[config.mk]
export PLATFORM = sky130hd
export DESIGN_NAME = obi_mem_arbiter
export DESIGN_NICKNAME = d
export VERILOG_FILES = /design/src/rtl/obi_arb_pkg.sv /design/src/rtl/rr_arb_2.sv /design/src/rtl/obi_mem_arbiter.sv
export SDC_FILE = /design/constraint.sdc
export NUM_CORES = 1
export LEC_CHECK = 0
export BUFFER_PORTS_ARGS = -buffer_cell sky130_fd_sc_hd__buf_2
export CAP_MARGIN = 40
export CORE_AREA = 4 4 121 123
export DETAILED_ROUTE_END_ITERATION = 6
export DIE_AREA = 0 0 125 127
export GPL_ROUTABILITY_DRIVEN = 1
export PLACE_DENSITY_LB_ADDON = 0.2
export SLEW_MARGIN = 10
export SYNTH_ARGS = -nofsm -noshare
export SYNTH_HDL_FRONTEND = slang
export SYNTH_SLANG_ARGS = --single-unit
export TNS_END_PERCENT = 100
[constraint.sdc]
create_clock -name clk_i -period 2.31 [get_ports clk_i]
set_input_delay 0.1155 -clock clk_i [delete_from_list [all_inputs] [get_ports clk_i]]
set_output_delay 0.1155 -clock clk_i [all_outputs]
set_load 0.1 [all_outputs]
[src/rtl/obi_arb_pkg.sv]
// Shared definitions for the OBI memory arbiter.
//   port_idx_t    : requester index (0 = instruction, 1 = data)
//   PORT_INSTR/PORT_DATA : named requester indices
//   MAX_LATENCY   : deepest supported SRAM read latency
//   resp_stage_t  : one response-pipeline stage {valid, port}
package obi_arb_pkg;

  typedef logic port_idx_t;

  localparam port_idx_t PORT_INSTR  = 1'b0;
  localparam port_idx_t PORT_DATA   = 1'b1;
  localparam int        MAX_LATENCY = 4;

  typedef struct packed {
    logic      valid;
    port_idx_t port;
  } resp_stage_t;

endpackage

[src/rtl/rr_arb_2.sv]
// Two-requester round-robin arbiter.
//   clk_i, rst_i : clock, asynchronous active-high reset
//   req_i[1:0]   : request per port
//   advance_i    : a grant is being committed this cycle; move the pointer
//   gnt_o[1:0]   : one-hot grant (zero when nothing requests), combinational
//   idx_o        : granted port index; PORT_INSTR when nothing requests
// The last_q pointer remembers the most recently granted port; under
// contention the other port wins. Reset value PORT_DATA makes port 0 win
// the first contention.
module rr_arb_2
  import obi_arb_pkg::*;
(
  input  logic      clk_i,
  input  logic      rst_i,
  input  logic [1:0] req_i,
  input  logic      advance_i,
  output logic [1:0] gnt_o,
  output port_idx_t idx_o
);

  port_idx_t last_q;
  port_idx_t last_d;

  always_comb begin
    idx_o = PORT_INSTR;
    if (req_i == 2'b11) begin
      idx_o = ~last_q;
    end else if (req_i[1]) begin
      idx_o = PORT_DATA;
    end
    gnt_o = (req_i == 2'b00) ? 2'b00 : (2'b01 << idx_o);
  end

  always_comb begin
    last_d = last_q;
    if (advance_i) begin
      last_d = idx_o;
    end
  end

  always_ff @(posedge clk_i or posedge rst_i) begin
    if (rst_i) begin
      last_q <= PORT_DATA;
    end else begin
      last_q <= last_d;
    end
  end

endmodule

[src/rtl/obi_mem_arbiter.sv]
// Round-robin arbiter sharing one single-ported SRAM between the
// instruction (port 0) and data (port 1) OBI interfaces.
//   clk_i, rst_i      : clock, asynchronous active-high reset
//   p_req_i/p_gnt_o   : per-port request / combinational grant
//   p_addr_i, p_we_i, p_be_i, p_wdata_i : per-port request fields
//   p_rvalid_o        : per-port response valid, LATENCY cycles after grant
//   p_rdata_o         : response data shared by both ports
//   mem_*_o           : SRAM request port (memory is always ready)
//   mem_rdata_i       : SRAM read data, LATENCY cycles after mem_req_o
//   cnt_clr_i         : synchronous clear of the grant counters
//   gnt_cnt_o         : saturating grant counters per port
// Handshake: a request is committed only in a cycle where p_req_i and
// p_gnt_o are both high at the rising edge; that transaction then gets
// exactly one p_rvalid_o pulse (reads and writes alike), in grant order.
module obi_mem_arbiter
  import obi_arb_pkg::*;
#(
  parameter int ADDR_W  = 32,
  parameter int DATA_W  = 32,
  parameter int LATENCY = 1,
  parameter int CNT_W   = 16
) (
  input  logic                   clk_i,
  input  logic                   rst_i,
  input  logic [1:0]             p_req_i,
  output logic [1:0]             p_gnt_o,
  input  logic [1:0][ADDR_W-1:0] p_addr_i,
  input  logic [1:0]             p_we_i,
  input  logic [1:0][DATA_W/8-1:0] p_be_i,
  input  logic [1:0][DATA_W-1:0] p_wdata_i,
  output logic [1:0]             p_rvalid_o,
  output logic [DATA_W-1:0]      p_rdata_o,
  output logic                   mem_req_o,
  output logic                   mem_we_o,
  output logic [ADDR_W-1:0]      mem_addr_o,
  output logic [DATA_W/8-1:0]    mem_be_o,
  output logic [DATA_W-1:0]      mem_wdata_o,
  input  logic [DATA_W-1:0]      mem_rdata_i,
  input  logic                   cnt_clr_i,
  output logic [1:0][CNT_W-1:0]  gnt_cnt_o
);

  if (LATENCY < 1 || LATENCY > MAX_LATENCY) begin : g_bad_latency
    $error("obi_mem_arbiter: LATENCY must be in 1..4");
  end

  logic      any_req;
  port_idx_t gnt_idx;

  assign any_req = |p_req_i;

  rr_arb_2 u_arb (
    .clk_i     (clk_i),
    .rst_i     (rst_i),
    .req_i     (p_req_i),
    .advance_i (any_req),
    .gnt_o     (p_gnt_o),
    .idx_o     (gnt_idx)
  );

  // gnt_idx is PORT_INSTR when idle, so the idle memory fields come from
  // port 0 and never float.
  assign mem_req_o   = any_req;
  assign mem_we_o    = p_we_i[gnt_idx];
  assign mem_addr_o  = p_addr_i[gnt_idx];
  assign mem_be_o    = p_be_i[gnt_idx];
  assign mem_wdata_o = p_wdata_i[gnt_idx];

  // Response pipeline: tracks which port owns the word arriving on
  // mem_rdata_i at the final stage.
  resp_stage_t pipe_q [LATENCY];
  resp_stage_t pipe_d [LATENCY];

  always_comb begin
    pipe_d[0].valid = any_req;
    pipe_d[0].port  = gnt_idx;
    for (int i = 1; i < LATENCY; i++) begin
      pipe_d[i] = pipe_q[i-1];
    end
  end

  always_ff @(posedge clk_i or posedge rst_i) begin
    if (rst_i) begin
      for (int i = 0; i < LATENCY; i++) begin
        pipe_q[i] <= '0;
      end
    end else begin
      for (int i = 0; i < LATENCY; i++) begin
        pipe_q[i] <= pipe_d[i];
      end
    end
  end

  always_comb begin
    p_rvalid_o = 2'b00;
    p_rvalid_o[pipe_q[LATENCY-1].port] = pipe_q[LATENCY-1].valid;
  end

  assign p_rdata_o = mem_rdata_i;

  // Saturating grant counters; a clear wins over a same-cycle grant.
  logic [1:0][CNT_W-1:0] cnt_q;
  logic [1:0][CNT_W-1:0] cnt_d;

  always_comb begin
    for (int i = 0; i < 2; i++) begin
      cnt_d[i] = cnt_q[i];
      if (cnt_clr_i) begin
        cnt_d[i] = '0;
      end else if (p_gnt_o[i] && !(&cnt_q[i])) begin
        cnt_d[i] = cnt_q[i] + CNT_W'(1);
      end
    end
  end

  always_ff @(posedge clk_i or posedge rst_i) begin
    if (rst_i) begin
      cnt_q <= '0;
    end else begin
      cnt_q <= cnt_d;
    end
  end

  assign gnt_cnt_o = cnt_q;

endmodule

======== Yosys cells after proc, flatten, opt, wreduce, memory -nomap -nowiden ========
Cells that the tools add are included.
storage, ports and cells
  output and inout port bits .............. 138
  register bits after elaboration ......... 35
  input port bits ......................... 175
operators by class
  shift operators ......................... 1
  bitwise logic cells ..................... 2
  equality and inequality tests ........... 1
  add/sub/neg operators ................... 2
  reductions and logical operators ........ 11
  magnitude comparators ................... 3
  muxes and demuxes ....................... 17
operator list
  cell                                                                           number
  32-bit two-way mux                                                             4
  16-bit two-way mux                                                             4
  16-bit by 1-bit adder with 16-bit output (second input constant)               2
  16-bit AND reduction                                                           2
  4-bit two-way mux                                                              2
  1-bit two-way mux                                                              5
  1-bit by 2-bit less-than comparator with 1-bit output (second input constant)  2
  2-bit nonzero test                                                             2
  1-bit logical AND                                                              3
  2-bit AND                                                                      1
  2-bit equality test (second input constant)                                    1
  1-bit logical NOT                                                              2
  2-bit logical NOT                                                              1
  2-bit two-way mux                                                              1
  2-bit OR reduction                                                             1
  1-bit by 1-bit << shifter with 2-bit output (first input constant)             1
  1-bit demux with 1-bit select                                                  1
  1-bit >= comparator (second input constant)                                    1
  1-bit inverter                                                                 1

======== Depth between registers and ports, before layout ========
Gate-level depths: netlist of run 1.
  depth after elaboration ................. 7
  depth in mapped cells ................... 7

======== Cells and area by module ========
Synthesis of run 1 repeated with hierarchy kept, for this count alone.
unflattened totals
  cell total of the unflattened synthesis .. 314
  area total of the unflattened synthesis .. 3002.9 um^2
by module, submodules not included
  module           cells an instance  times used  area each (um^2)
  obi_mem_arbiter  307                1           2927.8
  rr_arb_2         7                  1           75.1

======== Least setup slack after synthesis of run 1 ========
Ideal clock, no wire load.
  path type ............................... reg-to-reg
  from .................................... reg cnt_q, in the netlist gnt_cnt_o[16]
  to ...................................... reg cnt_q, in the netlist gnt_cnt_o[16]
  data required time ...................... 2178 ps
  arrival ................................. 2548 ps
  library setup time ...................... 132 ps
  stages on the path, launching flop included .. 8
  clock period less this slack ............ 2680 ps
  path buffers ............................ 1
  slack ................................... -370 ps
  path through ............................ dfrtp_1 -> ha_1 -> nand4_1 -> nor4_1 -> buf_2 -> nor2_1 -> xnor2_1 -> nor2_1
between the ends
  cells in the longest elaborated chain, start to end .. 4
  elaborated cells between the ends (all ways) .. 7
  those cells by class .................... add/sub (1); mux (2); reduce/logical (4)
ends and longest elaborated chain
  item                                                                                              RTL line                source
  start: declaration                                                                                obi_mem_arbiter.sv:102  logic [1:0][CNT_W-1:0] cnt_q;
  start signal: assignment                                                                          obi_mem_arbiter.sv:120  cnt_q <= cnt_d;
  parallel branches: the longest is 4 deep, another holds 16-bit by 1-bit adder with 16-bit output  n/a
Several ways; the timed one is not identified. The select of a mux whose other input is x is not followed.
A chain may end at the register's enable or synchronous reset.

======== Final worst setup path of run 1 ========
  from .................................... reg u_arb.last_q
  to ...................................... out mem_addr_o[0]
between the ends
  cells in the longest elaborated chain, start to end .. 4
ends and longest elaborated chain
  item                                                    RTL line               source
  start: declaration                                      rr_arb_2.sv:21         port_idx_t last_q;
  start signal: assignment                                rr_arb_2.sv:45         last_q <= last_d;
  1-bit inverter                                          rr_arb_2.sv:27         idx_o = ~last_q;
  1-bit two-way mux                                       rr_arb_2.sv:26         if (req_i == 2'b11) begin
  32-bit two-way mux (implied by the code) (2 in series)  obi_mem_arbiter.sv:65  assign mem_addr_o = p_addr_i[gnt_idx];
  end: declaration                                        obi_mem_arbiter.sv:35  output logic [ADDR_W-1:0] mem_addr_o,
Every way passes these cells. The select of a mux whose other input is x is not followed.

==> results of run 1 <==
state kept, by name, indices dropped and copies added (netlist names):
name          cells
gnt_cnt_o        32
u_arb.last_q      1
pipe_q            2
layer usage:
| layer | global-route usage | wire length, um | up-vias |
|---|---|---|---|
| met3 | 0.0840 | 1620 | 4 |
| li1 | - | - | 1811 |
| met2 | 0.289 | 6820 | 182 |
| met1 | 0.186 | 5070 | 1666 |
| met4 | 0.0191 | 71 | 0 |
| met5 | 0 | 0 | - |
through the flow:
| step | utilization | area [um^2] | hold slack [ns] | instances | power [mW] |
|---|---|---|---|---|---|
| finish | 0.388 | 5300 | 0.0639 | 839 | 3.37 |
| global route | 0.388 | 5300 | 0.0768 | 839 | 3.51 |
| detailed placement | 0.377 | 5150 | 0.232 | 830 | 2.76 |
| floorplan | - | 2920 | 0.166 | 448 | 2.19 |
| global placement | 0.377 | 5150 | 0.232 | 830 | 2.75 |
| CTS | 0.388 | 5300 | 0.0590 | 839 | 3.41 |
report_power, final:
group / internal, mW / total [mW] / leakage [nW] / switching (mW)
clock: 0.393 / 0.641 / 0.0733 / 0.248
sequential: 0.629 / 0.643 / 0.439 / 0.0133
combinational: 0.656 / 2.09 / 2.25 / 1.43
final cells by class:
cell class / instances / area (um^2) / area share
clock buffer: 5 / 125 / 0.0236
clock inverter: 3 / 15.0 / 0.00283
tap: 180 / 225 / 0.0425
timing repair buffer: 257 / 2350 / 0.443
sequential: 35 / 907 / 0.171
inverter: 4 / 15.0 / 0.00283
multi-input combinational: 355 / 1670 / 0.315
kinds of logic after synthesis:
| group | after synthesis | synth area share |
|---|---|---|
| DFF | 35 | 0.304 |
| xor gates and xnor gates | 26 | 0.0789 |
| and+or+nand+nor | 314 | 0.462 |
| muxes | 1 | 0.00347 |
| AOI/OAI and AO/OA | 12 | 0.0225 |
| buffers and inverters | 58 | 0.121 |
| adders and majority gates | 2 | 0.00867 |
cell usage after synthesis (2+ instances only):
master and number:
a21oi_1 6, and3_1 3, and4_1 2, buf_2 2, buf_4 32, clkbuf_1 19, dfrtp_1 34, ha_1 2
inv_1 3, nand2_1 221, nand3_1 7, nand4_1 11, nor2_1 32, nor3_1 12, nor3b_1 3, nor4_1 8
o21ai_0 5, or2_2 4, or3_1 4, xnor2_1 25
placed cells by master, fill, tap and decap left out, types with 6 or more instances in the layout:
cell type and count:
a21oi_1 6, buf_12 69, buf_2 179, buf_4 8, dfrtp_1 10, dfrtp_2 24
nand2_1 221, nand3_1 7, nand4_1 11, nor2_1 32, nor3_1 12, nor4_1 7
xnor2_1 25
repair_timing:
item | CTS | global route
endpoints found under the hold margin | 34 | 0
resized for setup | 0 | 0
hold buffers | 1 | 0
setup endpoints to repair | 0 | 0
worst reg2reg max path, cell delays in order (launching register included):
cell	delay (ns)
dfrtp_2	0.43
ha_1	0.22
nand3_1	0.14
nor4_1	0.09
or3_1	0.42
or3_1	0.36
a21oi_1	0.14
worst max-delay path by stage:
stage	slack, ns	startpoint	endpoint
2_1_floorplan	0.004	gnt_cnt_o[9]$_DFFE_PP0P_	gnt_cnt_o[5]$_DFFE_PP0P_
3_3_place_gp	0.47	gnt_cnt_o[0]$_DFFE_PP0P_	gnt_cnt_o[15]$_DFFE_PP0P_
3_5_place_dp	0.45	gnt_cnt_o[0]$_DFFE_PP0P_	gnt_cnt_o[15]$_DFFE_PP0P_
4_1_cts	0.17	u_arb.last_q$_DFFE_PP1P_	mem_wdata_o[9]
5_1_grt	0.08	u_arb.last_q$_DFFE_PP1P_	mem_addr_o[10]
6_report	0.25	u_arb.last_q$_DFFE_PP1P_	mem_addr_o[0]
==> metrics.txt, run 1 <==
Routed Antenna Nets 0; hold path endpoint u_arb.last_q$_DFFE_PP1P_; post-route clock skew 0.00211 ns; Mapped Area 2890 um^2; cell type with the largest total area after synthesis dfrtp_1; Final HPWL DP 11,500 um; vias per std cell 4.37; FF-to-FF setup slack 0.43 ns; CTS buffer count 5; most used cell, CP nand2_1; Core ar. 13,700 um^2; Yosys top cell area share 0.295; worst vdd ir 0.276 mV; R2R Path Start gnt_cnt_o[0]$_DFFE_PP0P_; Area growth syn-to-layout 83.7%; CTS HTree Levels 2; crit-path leading delay family buffers and inverters; final worst path period need 2.06 ns; max frequency 485 MHz; Min-Delay Path Class in2reg; EDFF count, synth 0; pre-CTS setup slack 0.447 ns; num rows 43; final RePlAce weighted congestion 0.829; leakage power 2.76 nW; proportion of layout cells with a drive suffix above 1 0.451; arrival time of the worst setup path 1.95 ns; max-cap violations 0; syn_nets 625; Tcrit/Tclk final 0.892; final setup violation count 0; Routed WL per cell 16.2 um; final WL 13,600 um; initial antenna violation count 0; RSZ-0062 raised after global routing no; Slew HR 0.590; aggregate global-route resource usage 0.165; Crit path required time 2.19 ns; worst-path fanout max 58; Hold Startpoint p_req_i[0]; Fin. Hold Viols 0; first-pass GRT wire length 20,900 um; cells along the critical path a21bo_2 > inv_2 > buf_4 > nand2_1 > nand2_1 > buf_12; vias 3,663; CP startpoint kind register; Post-synth top flop dfrtp_1; worst slew pin tran 0.615 ns; asr flop ratio synth 1.00; Inserted Diodes 0; via count of the first global-routing pass 3,779; CTS Root Cell clkbuf_16; crit-path max cell delay 0.47 ns; power per cell area 636 nW/um^2; synth top area cells dfrtp_1, nand2_1, buf_4; post-synthesis cell count 448; WP buf/inv 3; Iter 0 DRT Violations 159; Slowest-stage cell, CP buf_4; outcome finished clean; Avg Cell Area, Syn 6.44 um^2; postcts setup bufs 0; Die X 125 um; Setup TNS 0 ns; largest net degree at the start of global routing 59; number of nets in the layout 835; Yosys cell types 33; worst r2r path cells 6; Clock transition at path regs 0.05 ns; clk sink count 35; max-slew violation count 0; die area 15,900 um^2; grt ovf 0; Die Y-Extent 127 um; drt first pass iters 4; CTS tree done; synthesized flop and latch total 35; worst skew pair latency 0.27 ns; register area share after synthesis 0.304; hold depth 2; crit path kind reg2out; DR DRC count 0; Starting Density 0.211; post-route worst setup slack 0.249 ns; # port buffers 248; Top Ports 313; fillers 1,440; cell depth of the worst setup path 6; Worst setup EP type output port; YS warnings 0; RR Endpoint gnt_cnt_o[15]$_DFFE_PP0P_; largest buffer count on any clock path 2
Power figures use the tool's default switching activity.
==> run 2, diff against run 1 <==
--- a/config.mk
+++ b/config.mk
@@ -5,6 +5,7 @@
 export SDC_FILE = /design/constraint.sdc
 export NUM_CORES = 1
 export LEC_CHECK = 0
+export ABC_AREA = 1
 export BUFFER_PORTS_ARGS = -buffer_cell sky130_fd_sc_hd__buf_2
 export CAP_MARGIN = 40
 export CORE_AREA = 4 4 121 123
==> metrics.txt, run 2 <==
outcome finished clean; Die Y-Extent 127 um; Post-synth top flop dfrtp_1; CTS Root Cell clkbuf_16; number of nets in the layout 982; Yosys top cell area share 0.398; Min-Delay Path Class in2reg; final WL 15,900 um; max-slew violation count 0; Clock Power Share 0.207; clk sink count 35; grt ovf 0; crit-path max cell delay 0.44 ns; Routed Antenna Nets 0; Starting Density 0.244; Die X 125 um; Tcrit/Tclk final 0.897; synth cell count leaders nand2_1, inv_1, nor2_1; asr flop ratio synth 1.00; Inst Count DP 977; post-route worst setup slack 0.237 ns; num rows 43; final RePlAce weighted congestion 0.841; WP buf/inv 3; Crit path required time 2.19 ns; arrival time of the worst setup path 1.96 ns; aggregate global-route resource usage 0.193; worst r2r path cells 8; syn_nets 773; PostCTS Resize Cnt 0; Setup TNS 0 ns; Yosys cell types 25; final cell count without fillers 989; largest buffer count on any clock path 2; initial antenna violation count 7; most used cell, CP nand2_1; Multi-input gate area 1980 um^2; commonest non-fill, non-tap cells in the layout nand2_1, buf_2, buf_12; share of power burned in registers 0.196; crit-path leading delay family buffers and inverters; Slew HR 0.606; CP startpoint kind register; max frequency 482 MHz; cell depth of the worst setup path 7; Avg Cell Area, Syn 5.61 um^2; Clock transition at path regs 0.05 ns; proportion of layout cells with a drive suffix above 1 0.342; net switching power figure 1.58 mW; vias 4,167; post-synthesis cell count 596; RR Endpoint gnt_cnt_o[9]$_DFFE_PP0P_; largest net degree at the start of global routing 74; cell type with the largest total area after synthesis nand2_1; Mapped Area 3340 um^2; synth top area cells nand2_1, dfrtp_1, buf_4; worst-path fanout max 41; EDFF count, synth 0; CTS buffer count 5; max-cap violations 0; crit path kind reg2out; RSZ-0062 raised after global routing no; final worst path period need 2.07 ns; Int Pwr 1.65 mW; drt first pass iters 4; Area growth syn-to-layout 72.1%; first-pass GRT wire length 24,100 um; synthesized flop and latch total 35; YS warnings 0; Iter 0 DRT Violations 201; Core ar. 13,700 um^2; pre-CTS setup slack 0.424 ns; power per cell area 563 nW/um^2; Logic pwr share 0.597; register area share after synthesis 0.263; vias per std cell 4.21; via count of the first global-routing pass 4,210; Worst setup EP type output port; die area 15,900 um^2; CTS tree done; FF/Latch Area 877 um^2; worst skew pair latency 0.28 ns; Fin. Hold Viols 0; worst setup path endpoint mem_wdata_o[1]; postcts setup bufs 0; CTS HTree Levels 2; Final HPWL DP 13,200 um; fillers 1,482; leakage power 3.33 nW; switching share of power 0.489; FF-to-FF setup slack 0.40 ns; max reg flops 32; cells along the critical path nand2_1 > nand2_2 > inv_2 > buf_12 > nand2_1 > nand2_1 > buf_12; # port buffers 248; post-route clock skew 0.00260 ns; Top Ports 313; R2R Path Start gnt_cnt_o[1]$_DFFE_PP0P_; most common cell after layout, fill and taps aside nand2_1; Hold Buf Count CTS 1; final setup violation count 0; crit path launch u_arb.last_q$_DFFE_PP1P_; Slowest-stage cell, CP inv_2; worst vdd ir 0.244 mV; count leader, synth nand2_1; Routed WL per cell 16.1 um; DR DRC count 0; total chip power 3.24 mW; worst slew pin tran 0.591 ns
## run 2: metal layers
layer | vias to the layer above | global-route usage | routed length, um
met5 | - | 0 | 45
met4 | 6 | 0.0599 | 281
met3 | 18 | 0.0903 | 1680
met2 | 146 | 0.342 | 8240
met1 | 1803 | 0.204 | 5630
li1 | 2194 | - | -
## run 2: power by group through the flow
stage	sequential (mW)	clock, mW	combinational, mW
2_1_floorplan	0.687	0	1.39
3_3_place_gp	0.644	0	1.95
3_5_place_dp	0.645	0	1.95
4_1_cts	0.634	0.694	1.95
5_1_grt	0.635	0.710	2.01
6_report	0.634	0.670	1.93
## run 2: kinds of logic after synthesis
| logic type | synth area share |
|---|---|
| buf+inv | 0.146 |
| simple gates | 0.540 |
| compound gates | 0.00974 |
| fa+ha+maj | 0.00749 |
| flops | 0.263 |
| xor+xnor | 0.0341 |
## run 2: how the worst min path moves through the flow
| stage | slack [ns] | cells past startpoint | from | end |
|---|---|---|---|---|
| final | 0.09 | 2 | p_req_i[0] | pipe_q[1]$_DFF_PP0_ |
| after global routing | 0.12 | 2 | p_req_i[0] | pipe_q[1]$_DFF_PP0_ |
| after CTS | 0.1 | 2 | p_req_i[0] | pipe_q[1]$_DFF_PP0_ |
| after detailed placement | 0.23 | 0 | mem_rdata_i[15] | p_rdata_o[15] |
| after global placement | 0.23 | 0 | mem_rdata_i[15] | p_rdata_o[15] |
| after floorplan | 0.27 | 1 | rst_i | gnt_cnt_o[0]$_DFFE_PP0P_ |
## run 2: cell type report
class | instances | area share
Sequential cell | 35 | 0.153
Tap cell | 180 | 0.0392
Clock buffer | 6 | 0.0242
Antenna cell | 4 | 0.00174
Timing Repair Buffer | 254 | 0.409
Clock inverter | 1 | 0.000871
Inverter | 43 | 0.0281
Multi-Input combinational cell | 466 | 0.345
## run 2: through the flow
step	util	cell area [um^2]	hold slack (ns)
final	0.421	5750	0.0934
after global placement	0.408	5580	0.232
after CTS	0.420	5740	0.0952
after floorplan	-	3340	0.269
after detailed placement	0.409	5580	0.232
after global routing	0.421	5750	0.117
## run 2: worst reg2reg max path: stages, from the launching register on
cell and delay, ns:
dfrtp_1 0.42, ha_1 0.24, nand2_1 0.07, nor2_1 0.17
nand2_1 0.12, o21ai_1 0.43, nand2_1 0.20, nand2_1 0.11
nand2_1 0.05
==> run 3, diff against run 2 <==
--- a/config.mk
+++ b/config.mk
@@ -9,11 +9,12 @@
 export BUFFER_PORTS_ARGS = -buffer_cell sky130_fd_sc_hd__buf_2
 export CAP_MARGIN = 40
 export CORE_AREA = 4 4 121 123
+export CTS_BUF_LIST = sky130_fd_sc_hd__clkbuf_16
 export DETAILED_ROUTE_END_ITERATION = 6
 export DIE_AREA = 0 0 125 127
 export GPL_ROUTABILITY_DRIVEN = 1
 export PLACE_DENSITY_LB_ADDON = 0.2
-export SLEW_MARGIN = 10
+export SLEW_MARGIN = 20
 export SYNTH_ARGS = -nofsm -noshare
 export SYNTH_HDL_FRONTEND = slang
 export SYNTH_SLANG_ARGS = --single-unit
==> metrics.txt, run 3 (synthesis results as in run 2) <==
Starting Density 0.244; Crit path required time 2.19 ns; commonest non-fill, non-tap cells in the layout nand2_1, buf_2, buf_12; final worst path period need 2.07 ns; number of nets in the layout 982; crit-path max cell delay 0.45 ns; CTS buffer count 5; final setup violation count 0; max frequency 484 MHz; drt first pass iters 4; largest net degree at the start of global routing 74; FF/Latch Area 877 um^2; cells along the critical path nand2_1 > nand2_2 > inv_2 > buf_12 > nand2_1 > nand2_1 > buf_12; worst slew pin tran 0.591 ns; via count of the first global-routing pass 4,222; post-route clock skew 0.00253 ns; Die Y-Extent 127 um; met1 Use GR 0.204; Die X 125 um; worst vdd ir 0.244 mV; Hold Slack 0.0932 ns; max-cap violations 0; fillers 1,488; # port buffers 248; CTS tree done; largest buffer count on any clock path 2; RSZ-0062 raised after global routing no; Setup TNS 0 ns; Top Ports 313; Area growth syn-to-layout 71.8%; Core ar. 13,700 um^2; worst skew pair latency 0.28 ns; Multi-input gate area 1980 um^2; vias 4,154; CTS Root Cell clkbuf_16; grt ovf 0; CTS HTree Levels 2; crit-path leading delay family buffers and inverters; first-pass GRT wire length 24,200 um; final RePlAce weighted congestion 0.841; num rows 43; gr busiest metal met2; DP Area 5580 um^2; max reg flops 32; worst-path fanout max 41; DR DRC count 0; proportion of layout cells with a drive suffix above 1 0.340; Iter 0 DRT Violations 233; leakage power 3.33 nW; most used cell, CP nand2_1; Clock transition at path regs 0.05 ns; final WL 15,900 um; arrival time of the worst setup path 1.95 ns; initial antenna violation count 7; outcome finished clean; clk sink count 35; most common cell after layout, fill and taps aside nand2_1; die area 15,900 um^2; fin area 5740 um^2; met2 Use GR 0.343; Final HPWL DP 13,200 um; postcts setup bufs 0; power per cell area 559 nW/um^2; aggregate global-route resource usage 0.193; Tcrit/Tclk final 0.894; crit path kind reg2out; max-slew violation count 0; Fin. Hold Viols 0; Slowest-stage cell, CP inv_2; vias per std cell 4.20; Min-Delay Path Class in2reg; Slew HR 0.605; Worst setup EP type output port; CP startpoint kind register; WP buf/inv 3; Routed Antenna Nets 0; GR Util met3 0.0903; Routed WL per cell 16.1 um
run 3: worst paths after layout:
| check | from | to | slack, ns | depth (start not counted) |
|---|---|---|---|---|
| hold / removal | p_req_i[0] | pipe_q[1]$_DFF_PP0_ | 0.09 | 2 |
| setup / recovery | u_arb.last_q$_DFFE_PP1P_ | mem_wdata_o[1] | 0.24 | 7 |
| setup reg to reg | gnt_cnt_o[1]$_DFFE_PP0P_ | gnt_cnt_o[9]$_DFFE_PP0P_ | 0.40 | 8 |
| min in group asynchronous | rst_i | gnt_cnt_o[2]$_DFFE_PP0P_ | 0.49 | 4 |
| max in group asynchronous | rst_i | u_arb.last_q$_DFFE_PP1P_ | 1.47 | 4 |
| hold reg to reg | u_arb.last_q$_DFFE_PP1P_ | u_arb.last_q$_DFFE_PP1P_ | 0.54 | 2 |
run 3: power by group:
part	total, mW	switching, mW	leakage (nW)	internal, mW
registers	0.634	0.00959	0.478	0.625
clock network	0.640	0.252	0.0671	0.387
logic	1.93	1.32	2.78	0.609
total	3.21	1.59	3.33	1.62
run 3: repair_timing:
action                    4_1_cts  5_1_grt
resized for setup               0        0
hold endpoints to repair       34        0
hold buffers                    1        0
run 3: routing by layer:
metal | vias up | wire (um)
li1 | 2193 | -
met1 | 1795 | 5650
met2 | 142 | 8250
met3 | 18 | 1690
met4 | 6 | 281
met5 | - | 32
run 3: per-stage QoR:
stage	util	total power [mW]	std cells	worst slack, ns
finish	0.420	3.21	989	0.244
global route	0.420	3.33	989	0.115
CTS	0.419	3.25	985	0.218
detailed placement	0.409	2.59	977	0.424
global placement	0.408	2.59	976	0.355
floorplan	-	2.07	596	0.0324
run 3: cell type report:
cell class,instances,share of cell area
diodes,4,0.00174
clock buffers,5,0.0218
clock inverters,2,0.00153
inverters,43,0.0281
multi-input cells,466,0.345
flip-flops and latches,35,0.153
well taps,180,0.0392
repair buffers,254,0.410
